**src/rtl/fpu_serial_if_v2_if.sv**
```systemverilog
// Pin-side, core-side and output-stream signals of the FP16 serial front/back-end.
interface fpu_serial_if_v2_if #(
    parameter int FP_W       = 16,
    parameter int IN_LANE    = 4,
    parameter int OUT_LANE   = 8,
    parameter int FIFO_DEPTH = 4
);
    localparam int CNT_W = $clog2(FIFO_DEPTH + 1);

    logic [2*IN_LANE-1:0] in_data;
    logic                 in_en;
    logic [1:0]           op;
    logic [FP_W-1:0]      core_a;
    logic [FP_W-1:0]      core_b;
    logic                 core_sel;
    logic                 core_start;
    logic [FP_W-1:0]      core_result;
    logic [OUT_LANE-1:0]  out_data;
    logic                 out_valid;
    logic                 out_first;
    logic                 out_ready;
    logic [CNT_W-1:0]     fifo_count;
    logic                 overflow;

    modport master (
        output in_data, in_en, op, core_result, out_ready,
        input  core_a, core_b, core_sel, core_start,
        input  out_data, out_valid, out_first, fifo_count, overflow
    );

    modport slave (
        input  in_data, in_en, op, core_result, out_ready,
        output core_a, core_b, core_sel, core_start,
        output out_data, out_valid, out_first, fifo_count, overflow
    );
endinterface

```
**src/rtl/fpu_serial_if_v2.sv**
```systemverilog
// Serial front/back-end for the FP16 add/mul core: lane deserialiser, issue
// register, fixed-latency result pipe, result FIFO and lane serialiser.
module fpu_serial_if_v2 #(
    parameter int FP_W       = 16,
    parameter int IN_LANE    = 4,
    parameter int OUT_LANE   = 8,
    parameter int FIFO_DEPTH = 4,
    parameter int CORE_LAT   = 1
) (
    input  logic              clock_i,
    input  logic              reset_i,
    fpu_serial_if_v2_if.slave bus
);
    localparam int BEATS_IN  = FP_W / IN_LANE;
    localparam int BEATS_OUT = FP_W / OUT_LANE;
    localparam int IC_W      = (BEATS_IN > 1) ? $clog2(BEATS_IN) : 1;
    localparam int OC_W      = (BEATS_OUT > 1) ? $clog2(BEATS_OUT) : 1;
    localparam int PTR_W     = $clog2(FIFO_DEPTH);
    localparam int CNT_W     = $clog2(FIFO_DEPTH + 1);
    localparam logic [IC_W-1:0] LAST_IN  = IC_W'(BEATS_IN - 1);
    localparam logic [OC_W-1:0] LAST_OUT = OC_W'(BEATS_OUT - 1);
    localparam logic [1:0] OP_ADD  = 2'b01;
    localparam logic [1:0] OP_SUB  = 2'b10;
    localparam logic [1:0] OP_PASS = 2'b11;

    typedef enum logic {IN_IDLE, IN_COLLECT} in_state_e;
    typedef enum logic {OUT_IDLE, OUT_SEND}  out_state_e;

    in_state_e        in_state_q, in_state_d;
    logic [IC_W-1:0]  cnt_q, cnt_d, idx;
    logic [FP_W-1:0]  a_q, a_d, b_q, b_d;
    logic [1:0]       op_q, op_d, op_cur;
    logic [FP_W-1:0]  core_a_q, core_a_d, core_b_q, core_b_d;
    logic             core_sel_q, core_sel_d, start_q, start_d, pass_q, pass_d;
    logic             last_beat;

    logic [CORE_LAT-1:0] vld_q, pas_q;
    logic [FP_W-1:0]     pdat_q [CORE_LAT];

    logic [FP_W-1:0]  mem_q [FIFO_DEPTH];
    logic [PTR_W-1:0] wptr_q, rptr_q;
    logic [CNT_W-1:0] count_q, count_d;
    logic             overflow_q, overflow_d;
    logic             push, push_ok, pop, fifo_full, fifo_empty, accept, last_acc;
    logic [FP_W-1:0]  push_data;

    out_state_e       out_state_q, out_state_d;
    logic [OC_W-1:0]  lane_q, lane_d;
    logic [FP_W-1:0]  shift_q, shift_d;

    function automatic logic [PTR_W-1:0] ptr_inc(input logic [PTR_W-1:0] p);
        return (p == PTR_W'(FIFO_DEPTH - 1)) ? '0 : p + PTR_W'(1);
    endfunction

    // Lane capture; the issue register is loaded in the same cycle as the final beat.
    always_comb begin
        in_state_d = in_state_q;
        cnt_d      = cnt_q;
        a_d        = a_q;
        b_d        = b_q;
        op_d       = op_q;
        core_a_d   = core_a_q;
        core_b_d   = core_b_q;
        core_sel_d = core_sel_q;
        pass_d     = pass_q;
        start_d    = 1'b0;
        op_cur     = op_q;
        idx        = cnt_q;
        last_beat  = 1'b0;
        case (in_state_q)
            IN_IDLE: begin
                if (bus.in_en) begin
                    a_d        = '0;
                    b_d        = '0;
                    op_d       = bus.op;
                    op_cur     = bus.op;
                    idx        = '0;
                    cnt_d      = IC_W'(1);
                    in_state_d = IN_COLLECT;
                    last_beat  = (BEATS_IN == 1);
                end
            end
            default: begin
                if (bus.in_en) begin
                    cnt_d     = cnt_q + IC_W'(1);
                    last_beat = (cnt_q == LAST_IN);
                end else begin
                    cnt_d      = '0;
                    in_state_d = IN_IDLE;
                end
            end
        endcase
        if (bus.in_en) begin
            a_d[idx*IN_LANE +: IN_LANE] = bus.in_data[IN_LANE-1:0];
            b_d[idx*IN_LANE +: IN_LANE] = bus.in_data[2*IN_LANE-1:IN_LANE];
        end
        if (last_beat) begin
            in_state_d = IN_IDLE;
            cnt_d      = '0;
            start_d    = 1'b1;
            core_a_d   = a_d;
            core_b_d   = (op_cur == OP_SUB) ? {~b_d[FP_W-1], b_d[FP_W-2:0]} : b_d;
            core_sel_d = (op_cur == OP_ADD) || (op_cur == OP_SUB);
            pass_d     = (op_cur == OP_PASS);
        end
    end

    always_ff @(posedge clock_i or posedge reset_i) begin
        if (reset_i) begin
            in_state_q <= IN_IDLE;
            cnt_q      <= '0;
            a_q        <= '0;
            b_q        <= '0;
            op_q       <= '0;
            core_a_q   <= '0;
            core_b_q   <= '0;
            core_sel_q <= 1'b0;
            start_q    <= 1'b0;
            pass_q     <= 1'b0;
        end else begin
            in_state_q <= in_state_d;
            cnt_q      <= cnt_d;
            a_q        <= a_d;
            b_q        <= b_d;
            op_q       <= op_d;
            core_a_q   <= core_a_d;
            core_b_q   <= core_b_d;
            core_sel_q <= core_sel_d;
            start_q    <= start_d;
            pass_q     <= pass_d;
        end
    end

    // Operand A travels with the pass flag so a later issue cannot overwrite it.
    always_ff @(posedge clock_i or posedge reset_i) begin
        if (reset_i) begin
            vld_q <= '0;
            pas_q <= '0;
            for (int i = 0; i < CORE_LAT; i++) pdat_q[i] <= '0;
        end else begin
            vld_q[0]  <= start_q;
            pas_q[0]  <= start_q & pass_q;
            pdat_q[0] <= core_a_q;
            for (int i = 1; i < CORE_LAT; i++) begin
                vld_q[i]  <= vld_q[i-1];
                pas_q[i]  <= pas_q[i-1];
                pdat_q[i] <= pdat_q[i-1];
            end
        end
    end

    always_comb begin
        push       = vld_q[CORE_LAT-1];
        push_data  = pas_q[CORE_LAT-1] ? pdat_q[CORE_LAT-1] : bus.core_result;
        fifo_full  = (count_q == CNT_W'(FIFO_DEPTH));
        fifo_empty = (count_q == '0);
        accept     = (out_state_q == OUT_SEND) && bus.out_ready;
        last_acc   = accept && (lane_q == LAST_OUT);
        pop        = !fifo_empty && ((out_state_q == OUT_IDLE) || last_acc);
        push_ok    = push && (!fifo_full || pop);
        overflow_d = overflow_q | (push & fifo_full & ~pop);
        count_d    = count_q;
        case ({push_ok, pop})
            2'b10:   count_d = count_q + CNT_W'(1);
            2'b01:   count_d = count_q - CNT_W'(1);
            default: count_d = count_q;
        endcase
    end

    // A pop on the last accepted lane reloads the shifter so words stream without a gap.
    always_comb begin
        out_state_d = out_state_q;
        lane_d      = lane_q;
        shift_d     = shift_q;
        if (pop) begin
            out_state_d = OUT_SEND;
            lane_d      = '0;
            shift_d     = mem_q[rptr_q];
        end else if (last_acc) begin
            out_state_d = OUT_IDLE;
            lane_d      = '0;
        end else if (accept) begin
            lane_d  = lane_q + OC_W'(1);
            shift_d = shift_q >> OUT_LANE;
        end
    end

    always_ff @(posedge clock_i) begin
        if (push_ok) mem_q[wptr_q] <= push_data;
    end

    always_ff @(posedge clock_i or posedge reset_i) begin
        if (reset_i) begin
            wptr_q      <= '0;
            rptr_q      <= '0;
            count_q     <= '0;
            overflow_q  <= 1'b0;
            out_state_q <= OUT_IDLE;
            lane_q      <= '0;
            shift_q     <= '0;
        end else begin
            if (push_ok) wptr_q <= ptr_inc(wptr_q);
            if (pop)     rptr_q <= ptr_inc(rptr_q);
            count_q     <= count_d;
            overflow_q  <= overflow_d;
            out_state_q <= out_state_d;
            lane_q      <= lane_d;
            shift_q     <= shift_d;
        end
    end

    assign bus.core_a     = core_a_q;
    assign bus.core_b     = core_b_q;
    assign bus.core_sel   = core_sel_q;
    assign bus.core_start = start_q;
    assign bus.out_data   = shift_q[OUT_LANE-1:0];
    assign bus.out_valid  = (out_state_q == OUT_SEND);
    assign bus.out_first  = (out_state_q == OUT_SEND) && (lane_q == '0);
    assign bus.fifo_count = count_q;
    assign bus.overflow   = overflow_q;
endmodule
```
**src/flat_wrapper.sv**
```systemverilog
// flat-port wrapper written by rule: the top's interface ports become plain ports
module fpu_serial_if_v2_flat 
#(
    parameter int FP_W       = 16,
    parameter int IN_LANE    = 4,
    parameter int OUT_LANE   = 8,
    parameter int FIFO_DEPTH = 4,
    parameter int CORE_LAT   = 1
)
  (clock_i, reset_i, bus_in_data, bus_in_en, bus_op, bus_core_result, bus_out_ready, bus_core_a, bus_core_b, bus_core_sel, bus_core_start, bus_out_data, bus_out_valid, bus_out_first, bus_fifo_count, bus_overflow);
  fpu_serial_if_v2_if #(.FP_W(FP_W), .IN_LANE(IN_LANE), .OUT_LANE(OUT_LANE), .FIFO_DEPTH(FIFO_DEPTH)) bus_i ();
  input  logic clock_i;
  input  logic reset_i;
  input wire logic [$bits(bus_i.in_data)-1:0] bus_in_data;
  input wire logic [$bits(bus_i.in_en)-1:0] bus_in_en;
  input wire logic [$bits(bus_i.op)-1:0] bus_op;
  input wire logic [$bits(bus_i.core_result)-1:0] bus_core_result;
  input wire logic [$bits(bus_i.out_ready)-1:0] bus_out_ready;
  output wire logic [$bits(bus_i.core_a)-1:0] bus_core_a;
  output wire logic [$bits(bus_i.core_b)-1:0] bus_core_b;
  output wire logic [$bits(bus_i.core_sel)-1:0] bus_core_sel;
  output wire logic [$bits(bus_i.core_start)-1:0] bus_core_start;
  output wire logic [$bits(bus_i.out_data)-1:0] bus_out_data;
  output wire logic [$bits(bus_i.out_valid)-1:0] bus_out_valid;
  output wire logic [$bits(bus_i.out_first)-1:0] bus_out_first;
  output wire logic [$bits(bus_i.fifo_count)-1:0] bus_fifo_count;
  output wire logic [$bits(bus_i.overflow)-1:0] bus_overflow;
  assign bus_i.in_data = bus_in_data;
  assign bus_i.in_en = bus_in_en;
  assign bus_i.op = bus_op;
  assign bus_i.core_result = bus_core_result;
  assign bus_i.out_ready = bus_out_ready;
  assign bus_core_a = bus_i.core_a;
  assign bus_core_b = bus_i.core_b;
  assign bus_core_sel = bus_i.core_sel;
  assign bus_core_start = bus_i.core_start;
  assign bus_out_data = bus_i.out_data;
  assign bus_out_valid = bus_i.out_valid;
  assign bus_out_first = bus_i.out_first;
  assign bus_fifo_count = bus_i.fifo_count;
  assign bus_overflow = bus_i.overflow;
  fpu_serial_if_v2 #(.FP_W(FP_W), .IN_LANE(IN_LANE), .OUT_LANE(OUT_LANE), .FIFO_DEPTH(FIFO_DEPTH), .CORE_LAT(CORE_LAT)) u_core (.clock_i(clock_i), .reset_i(reset_i), .bus(bus_i));
endmodule
```
**config.mk**
```make
export PLATFORM = sky130hd
export DESIGN_NAME = fpu_serial_if_v2_flat
export DESIGN_NICKNAME = d
export VERILOG_FILES = /design/src/rtl/fpu_serial_if_v2_if.sv /design/src/rtl/fpu_serial_if_v2.sv /design/src/flat_wrapper.sv
export SDC_FILE = /design/constraint.sdc
export NUM_CORES = 1
export LEC_CHECK = 0
export ABC_AREA = 1
export ABC_CLOCK_PERIOD_IN_PS = 4700
export BUFFER_PORTS_ARGS = -buffer_cell sky130_fd_sc_hd__clkbuf_2
export CAP_MARGIN = 20
export CELL_PAD_IN_SITES_DETAIL_PLACEMENT = 2
export CELL_PAD_IN_SITES_GLOBAL_PLACEMENT = 2
export CORE_MARGIN = 3
export CORE_UTILIZATION = 38
export CTS_CLUSTER_SIZE = 40
export DETAILED_ROUTE_END_ITERATION = 10
export PLACE_DENSITY = 0.75
export SLEW_MARGIN = 20
export SYNTH_ARGS = -nofsm -noshare
export SYNTH_HDL_FRONTEND = slang
export SYNTH_SLANG_ARGS = --single-unit
```
**constraint.sdc**
```tcl
create_clock -name clock_i -period 4.7 [get_ports clock_i]
set_input_delay 0.47 -clock clock_i [delete_from_list [all_inputs] [get_ports clock_i]]
set_output_delay 0.47 -clock clock_i [all_outputs]
set_load 0.02 [all_outputs]
```
==> results_dict.tcl <==
set metrics [dict create \
    cts_buffers 17 \
    globalRouteTotalUtil_pct 19.9 \
    grt_pass1_vias 5914 \
    clockBufferDepth 2 \
    rr_worst_depth 12 \
    crit_type "flip-flop to flip-flop" \
    hpwl_mm 13.8 \
    synth.largest_area_cell "dfrtp_1" \
    drtPass1Iterations 4 \
    routedWlPerCell_um 19.7 \
    num_antenna_cells 0 \
    fin_util_pct 45.0 \
    avgSynthCellArea_um2 10.6 \
    r2r_slack_ns 2.14 \
    post_cts_buffers 0 \
    fp.dieW_um 145 \
    ys_top_cells_by_area "dfrtp_1 (39%), edfxtp_1 (26%), nand2_1 (9.8%), nand3_1 (5.3%), o21ai_0 (2.9%)" \
    drive_gt1_share_pct 20.3 \
    tightest_slew_ns 1.02 \
    cp-start-kind "flip-flop" \
    syn_inst 695 \
    antenna_found_initial 0 \
    syn_nets 737 \
    port_buffers 77 \
    end_kind "flip-flop" \
    min_path_type "input pin to asynchronous set/reset pin" \
    finalNetCount 801 \
    die_area_um2 21100 \
    cts_resized 0 \
    fin_setup_tns_ns 0 \
    hold_slack_ns 0.0449 \
    slew_headroom_pct 31.8 \
    rsz0062_at_grt "no" \
    grt_pass1_wl_mm 33.0 \
    yosys_warnings 0 \
    core_um2 18900 \
    synth_top_area_share_pct 39.4 \
    p_total_w 0.00453 \
    synthDistinctLibCells 31 \
    peakVddDrop_uv 280 \
    start_util_pct 39.0 \
    fin_worst_skew_ns 0.00935 \
    dp.cells 1000 \
    dr_total_vias 5206 \
    hold_violations 0 \
    finalCritPeriodShare_pct 54.4 \
    startpoint "u_core.in_state_q" \
    path_clk_slew_ns 0.07 \
    required_ns 5.02 \
    yosysSeqAreaShare_pct 65.4 \
    die_h_um 145 \
    cts_sinks 180 \
    drt-total-wl_mm 20.3 \
    antenna_left 0 \
    place.gp.congestion 0.786 \
    cp_max_fo 36 \
    r2r_start "u_core.in_state_q" \
    syn_to_final_growth_pct 15.3 \
    fmax_ghz 0.391 \
    htreeDepth 4 \
    drv_slew 0 \
    synth-seq-cells 180 \
    io_pins 78 \
    hold_buffers 0 \
    n_fill_cell 2063 \
    viasPerCell 5.04 \
    cp-endpoint "u_core.bus.core_b[15]" \
    status "complete, no violations" \
    row_count 50 \
    cts-root-buf "clkbuf_16" \
    final_cell_mix "nand2_1 (192), dfrtp_1 (116), nand3_1 (78)" \
    r2r_end "u_core.bus.core_b[15]" \
    cap_violations 0 \
    fin_crit_ns 2.56 \
    syn_area_um2 7370 \
    p_leak_nw 3.94 \
    power_density_nw_per_um2 534 \
    setup_viol_count_final 0 \
    drt_iter0_markers 233 \
    fin_cells 1032 \
    grt_max_degree 49 \
    cts_tree "built" \
    critPathArrivalTime_ns 2.87 \
    clkLatencyLatePin_ns 0.43 \
    grt-ovfl-total 0 \
    post-route-drc-count 0 \
    final_common_cell "nand2_1" \
]
## worst max-delay path, cell delays in order, from the launching register on
cell and delay (ns):
dfrtp_1 0.43, inv_2 0.08, nand2_4 0.32, nand2_2 0.27, ha_1 0.30, inv_1 0.34
nand2_1 0.16, nor2_1 0.13, nand2_1 0.10, nand2_1 0.11, nand2_1 0.06, nand3_1 0.07
nand2_1 0.06
## where the power goes
part | switching [W] | internal (W) | total (W)
combinational | 0.000843 | 0.000341 | 0.00118
clock | 0.000614 | 0.000791 | 0.00140
sequential | 0.000132 | 0.00181 | 0.00195
total | 0.00159 | 0.00295 | 0.00453
## cells by family (layout without fill, tap and decap cells)
| family | after synthesis | after routing | synth area share (%) |
|---|---|---|---|
| and+or+nand+nor | 328 | 328 | 18.8 |
| DFF | 180 | 180 | 65.4 |
| AOI/OAI and AO/OA | 84 | 84 | 6.31 |
| buffers and inverters | 74 | 151 | 4.77 |
| muxes | 16 | 16 | 2.44 |
| adders and majority gates | 12 | 12 | 2.14 |
| xor gates and xnor gates | 1 | 1 | 0.119 |
## cell type report
cell class | instances | area [um^2] | share of cell area, %
inverter | 37 | 141 | 1.66
tap | 260 | 325 | 3.83
multi-input combinational | 441 | 2210 | 26.0
timing repair buffer | 82 | 423 | 4.98
clock buffer | 20 | 479 | 5.64
sequential | 180 | 4820 | 56.8
clock inverter | 12 | 97.6 | 1.15
## registers in the layout (all words and copies together), names as in the netlist, 3 cells and up
name and cells:
u_core.a_q 16, u_core.bus.fifo_count 3, u_core.mem_q 64, u_core.b_q 16, u_core.bus.core_a 16, u_core.bus.core_b 16, u_core.pdat_q 16, u_core.shift_q 16
## synth_stat cells, drive strengths merged
library cell	count
clkbuf	12
buf	25
nor2	48
dfrtp	116
nand4	1
or2	1
o22ai	1
mux2	16
edfxtp	64
fa	1
inv	36
nor3	1
a21oi	8
nand2	197
o31ai	1
xor2	1
clkinv	1
ha	11
o21ai	73
o21bai	1
nand3	80
## per-stage QoR
| stage | setup WS (ns) | instance area (um^2) |
|---|---|---|
| after floorplan | 1.16 | 7370 |
| after global placement | 2.06 | 7920 |
| after detailed placement | 1.89 | 7920 |
| after CTS | 2.12 | 8500 |
| after global routing | 1.89 | 8500 |
| final | 2.14 | 8500 |
## per-layer routing
metal	GRT usage [%]	up-vias	share of wire [%]
met5	0	-	0
met4	6.93	0	1.9
met3	3.28	31	1.9
met2	37.9	79	55
met1	22.3	2668	41
li1	-	2428	-
## worst min path at each step
stage | from | end | cells after the start
finish | reset_i | u_core.bus.fifo_count[2] | 2
global route | reset_i | u_core.shift_q[1] | 2
CTS | reset_i | u_core.bus.fifo_count[2] | 2
detailed placement | u_core.bus.core_a[9] | u_core.pdat_q[9] | 0
global placement | u_core.bus.core_a[9] | u_core.pdat_q[9] | 0
floorplan | u_core.pass_q | u_core.pas_q | 2
Power figures use the tool's default switching activity.
